$ cat config.mk
export PLATFORM = sky130hd
export DESIGN_NAME = bin2bcd_seq
export DESIGN_NICKNAME = d
export VERILOG_FILES = /design/src/rtl/bin2bcd_seq.sv
export SDC_FILE = /design/constraint.sdc
export NUM_CORES = 1
export LEC_CHECK = 0
export ABC_AREA = 0
export CORE_ASPECT_RATIO = 0.7
export CORE_MARGIN = 1.5
export CORE_UTILIZATION = 56
export CTS_CLUSTER_DIAMETER = 150
export DETAILED_ROUTE_END_ITERATION = 8
export HOLD_SLACK_MARGIN = 0.02
export PLACE_DENSITY = 0.82
export SLEW_MARGIN = 20
export SYNTH_ARGS = -nofsm -noshare
export SYNTH_HDL_FRONTEND = slang
export SYNTH_SLANG_ARGS = --single-unit
$ cat constraint.sdc
create_clock -name clk -period 3.2 [get_ports clk]
set_input_delay 0.64 -clock clk [delete_from_list [all_inputs] [get_ports clk]]
set_output_delay 0.64 -clock clk [all_outputs]
set_load 0.02 [all_outputs]
$ cat src/rtl/bin2bcd_seq.sv
// bin2bcd_seq: bit-serial double-dabble binary to BCD converter
// with valid/ready handshakes, optional signed input and overflow flag.
module bin2bcd_seq #(
  parameter int BIN_W  = 16,
  parameter int DIGITS = 5,
  parameter int SIGNED = 0
) (
  input  logic                  clk,
  input  logic                  rst_n,
  input  logic                  in_valid,
  output logic                  in_ready,
  input  logic [BIN_W-1:0]      in_bin,
  output logic                  out_valid,
  input  logic                  out_ready,
  output logic [4*DIGITS-1:0]   out_bcd,
  output logic                  out_neg,
  output logic                  out_ovf
);

  localparam int BW = 4 * DIGITS;
  localparam int SW = BW + BIN_W;
  localparam int CW = (BIN_W > 2) ? $clog2(BIN_W) : 1;
  localparam logic [CW-1:0] LAST = CW'(BIN_W - 1);

  localparam logic [1:0] IDLE = 2'd0;
  localparam logic [1:0] CONV = 2'd1;
  localparam logic [1:0] DONE = 2'd2;

  logic [1:0]       state;
  logic [CW-1:0]    cnt;
  logic [SW-1:0]    sr;
  logic [SW-1:0]    adj;
  logic [SW-1:0]    shf;
  logic             msb;
  logic             neg_r;
  logic             ovf_r;
  logic             neg_in;
  logic [BIN_W-1:0] mag;

  assign in_ready = (state == IDLE);
  assign neg_in   = (SIGNED != 0) && in_bin[BIN_W-1];
  assign mag      = neg_in ? (~in_bin + BIN_W'(1)) : in_bin;

  // Digits are corrected independently; a BCD digit never exceeds 12 here.
  always_comb begin
    adj = sr;
    for (int k = 0; k < DIGITS; k++) begin
      if (sr[BIN_W+4*k +: 4] > 4'd4)
        adj[BIN_W+4*k +: 4] = sr[BIN_W+4*k +: 4] + 4'd3;
    end
  end

  assign shf = {adj[SW-2:0], 1'b0};
  assign msb = adj[SW-1];

  always_ff @(posedge clk or negedge rst_n) begin
    if (!rst_n) begin
      state     <= IDLE;
      cnt       <= '0;
      sr        <= '0;
      neg_r     <= 1'b0;
      ovf_r     <= 1'b0;
      out_valid <= 1'b0;
      out_bcd   <= '0;
      out_neg   <= 1'b0;
      out_ovf   <= 1'b0;
    end else begin
      unique case (state)
        IDLE: begin
          if (in_valid) begin
            sr    <= {{BW{1'b0}}, mag};
            neg_r <= neg_in;
            ovf_r <= 1'b0;
            cnt   <= '0;
            state <= CONV;
          end
        end
        CONV: begin
          sr    <= shf;
          ovf_r <= ovf_r | msb;
          cnt   <= cnt + CW'(1);
          if (cnt == LAST) begin
            out_bcd   <= shf[SW-1:BIN_W];
            out_neg   <= neg_r;
            out_ovf   <= ovf_r | msb;
            out_valid <= 1'b1;
            state     <= DONE;
          end
        end
        DONE: begin
          if (out_ready) begin
            out_valid <= 1'b0;
            state     <= IDLE;
          end
        end
        default: state <= IDLE;
      endcase
    end
  end

endmodule

==> qor.log <==
[setup_path] endpoint arrival time on the critical path 1.82 ns
[timing] RSZ-0062 raised after global routing false
[timing] Tightest Pin Transition 0.594 ns
[synth] Cells after Synth 292
[placement] final weighted congestion in routability-driven placement 0.818
[setup_path] kind of start point of the critical path register
[hold_path] Tightest Hold Check Type in -> async
[detailed_routing] total detailed-routing wirelength 6020 um
[power_and_ir_drop] cell-internal power 2.47 mW
[power_and_ir_drop] combinational share of power 0.456
[global_routing] GRT overflow 0
[placement] detailed placer's ending HPWL 4200 um
[outcome] outcome completed
[timing] total negative slack for setup checks 0 ns
[timing] final-report max-slew violation count 0
[setup_path] reg-to-reg startpoint state[1]$_DFFE_PN0P_
[cells_and_area] Post-layout nets 367
[synth] synthesized net count 323
[global_routing] maximum number of pins on one net before global-route repair 34
[setup_path] Setup CP Type reg -> out
[clocking] H-tree level count 3
[synth] count of synthesis-stage warnings from yosys 0
[floorplanning] core area 0.00526 mm2
[floorplanning] Initial Utilization 0.583
[clocking] clock transition at the registers of the reported paths 0.07 ns
[clocking] CTS-repair resized insts 0
[clocking] post-CTS setup buffer count 0
[cells_and_area] area growth from synthesis to final layout 22.0%
[synth] Yosys reg bits 65
[flow_run] max capacitance violation total 0
[floorplanning] die outline height 64.9 um
[power_and_ir_drop] Sw Ratio 0.382
[cells_and_area] Layout fillers 404
[power_and_ir_drop] Sequential Power Share 0.373
[setup_path] CP Data Required Time 2.56 ns
[clocking] maximum clock path buffer count 2
[detailed_routing] number of DRC violations after detailed-routing iteration 0 141
[placement] PortBufs 42
[floorplanning] number of cell rows 22
[global_routing] initial antenna violation count 0
[detailed_routing] vias per cell 5.46
[clocking] buffer cell driving the clock tree root clkbuf_8
[detailed_routing] vias post-DR 2251
[synth] sequential cell area fraction in the yosys report 0.531
[placement] Placed Area 0.00354 mm2
[cells_and_area] most common library cell in the layout ignoring fill and taps dfrtp_1
[synth] Netlist Area Pre-Place 0.00306 mm2
[power_and_ir_drop] static power due to leakage 1.68 nW
[cells_and_area] proportion of layout cells with a drive suffix above 1 0.118
[clocking] clk sink count 65
[clocking] TritonCTS clock tree yes
[power_and_ir_drop] net switching power of the design 1.53 mW
[global_routing] vias in the first global route 2218
[timing] fin crit period 2.46 ns
[global_routing] Total GRT Usage 0.228
[setup_path] Crit Path Max Fanout 12
[clocking] CTS Buf Count 9
[synth] Netlist cell types 26
[floorplanning] total die area 0.00593 mm2
[floorplanning] horizontal die dimension 91.4 um
[setup_path] CP startpoint state[0]$_DFFE_PN0P_
[timing] Finish-stage setup viols 0
[cells_and_area] Antenna Diode Count 0
[synth] Synth Area per Inst 10.5 um2
[setup_path] Crit Reg-Reg Endpoint out_bcd[3]$_DFFE_PN0P_
[clocking] hold buffers post-CTS 0
[timing] Max Clock Freq 0.407 GHz
[timing] remaining max-slew budget at the tightest pin 0.604
[power_and_ir_drop] power per standard cell area 1070 mW/mm2
[floorplanning] count of boundary I/O pins 44
[detailed_routing] Post-DRT Antenna Nets 0
[power_and_ir_drop] maximum vdd ir drop 600 uV
[clocking] later-pin clock latency in the skew report 0.34 ns
[detailed_routing] DR DRC count 0
[setup_path] category of the worst setup path capture point output pin
[global_routing] global-route wire length before repair 10400 um
[setup_path] depth of the worst register-to-register path 4
[timing] period utilisation layout 0.768
[detailed_routing] per-cell routed wire length 14.6 um
[power_and_ir_drop] clock group share of total power 0.171
[timing] Worst Clk Skew 0.00574 ns
[cells_and_area] most used cells in the layout excluding fill and tap cells dfrtp_1 (65), o21ai_0 (50), clkdlybuf4s50_1 (41)
[setup_path] timing endpoint of the critical path in_ready
[cells_and_area] final non-filler cell area 0.00374 mm2
[setup_path] R2R setup slack 1.08 ns
[detailed_routing] first-pass iteration count of the detailed router 4
[timing] count of final hold-check violations 0
## flip-flops by register name (all words and copies together) (netlist names)
name,cells
out_valid,1
out_bcd,20
sr,36
ovf_r,1
cnt,4
state,2
out_ovf,1
## worst min-delay path by stage
stage	start	to	slack, ns	depth (start not counted)
finish	rst_n	out_bcd[11]$_DFFE_PN0P_	0.27	1
global route	rst_n	out_bcd[12]$_DFFE_PN0P_	0.30	1
CTS	rst_n	out_bcd[5]$_DFFE_PN0P_	0.28	1
detailed placement	out_bcd[18]$_DFFE_PN0P_	out_bcd[18]$_DFFE_PN0P_	0.47	2
global placement	out_bcd[4]$_DFFE_PN0P_	out_bcd[4]$_DFFE_PN0P_	0.46	2
floorplan	rst_n	cnt[0]$_DFFE_PN0P_	0.34	0
## worst max-delay path, cell delays in order (launching register included)
cell	delay (ns)
dfrtp_1	0.51
buf_4	0.24
nor2_1	0.10
clkdlybuf4s50_1	0.61
## cells in the mapped netlist (all sizes together)
cell type | number | area [um2]
clkbuf | 6 | 22.5
a22oi | 15 | 113
ha | 11 | 138
a21oi | 14 | 70.1
xnor2 | 5 | 43.8
dfrtp | 65 | 1630
a32o | 1 | 10.0
mux2 | 16 | 210
nand2 | 36 | 135
nor2 | 6 | 22.5
nand4 | 1 | 21.3
nand3 | 1 | 5.00
a41oi | 1 | 8.76
nand2b | 3 | 18.8
o21bai | 4 | 30.0
o21ai | 50 | 250
inv | 17 | 63.8
nor2b | 8 | 50.1
a22o | 15 | 131
nor3 | 6 | 30.0
buf | 10 | 60.1
conb | 1 | 3.75
## power by group through the flow
stage          clock network [mW]  logic [mW]  registers [mW]
3_3_place_gp                    0        1.75            1.49
3_5_place_dp                    0        1.84            1.49
4_1_cts                     0.698        1.84            1.49
2_1_floorplan                   0        1.17            1.56
5_1_grt                     0.744        2.04            1.55
6_report                    0.684        1.83            1.50
## cells by family (layout without fill, tap and decap cells)
group	count (synthesis)	in the layout	synth area share
XOR/XNOR	5	5	0.0143
buffers and inverters	33	81	0.0478
multiplexers	16	16	0.0686
AO/OA/AOI/OAI	100	100	0.200
adder cells (fa/ha/maj)	11	11	0.0449
other	1	1	0.00122
flip-flops	65	65	0.531
AND/OR/NAND/NOR	61	61	0.0923
## stage by stage
| stage | hold WS (ns) | total power [mW] | worst slack [ns] | std cells | utilization |
|---|---|---|---|---|---|
| 2_1_floorplan | 0.344 | 2.73 | 1.52 | 292 | - |
| 3_3_place_gp | 0.460 | 3.24 | 1.08 | 397 | 0.674 |
| 3_5_place_dp | 0.471 | 3.34 | 0.976 | 397 | 0.674 |
| 4_1_cts | 0.284 | 4.03 | 0.738 | 412 | 0.711 |
| 5_1_grt | 0.301 | 4.33 | 0.664 | 412 | 0.711 |
| 6_report | 0.269 | 4.00 | 0.744 | 412 | 0.711 |
## cell type report
class / count / area (um2) / share of cell area
Clock buffer: 12 / 155 / 0.0415
Clock inverter: 3 / 40.0 / 0.0107
Timing Repair Buffer: 49 / 468 / 0.125
Sequential cell: 65 / 1630 / 0.435
Multi-Input combinational cell: 194 / 1290 / 0.346
Inverter: 17 / 63.8 / 0.0171
Tap cell: 72 / 90.1 / 0.0241
## per-layer routing
layer	GRT usage	part of all wire	vias to the layer above
li1	-	-	1107
met5	0	0	-
met1	0.311	0.50	1098
met3	0.0786	0.040	7
met2	0.347	0.45	39
met4	0.0645	0.010	0
(Power assumes the default switching activity.)
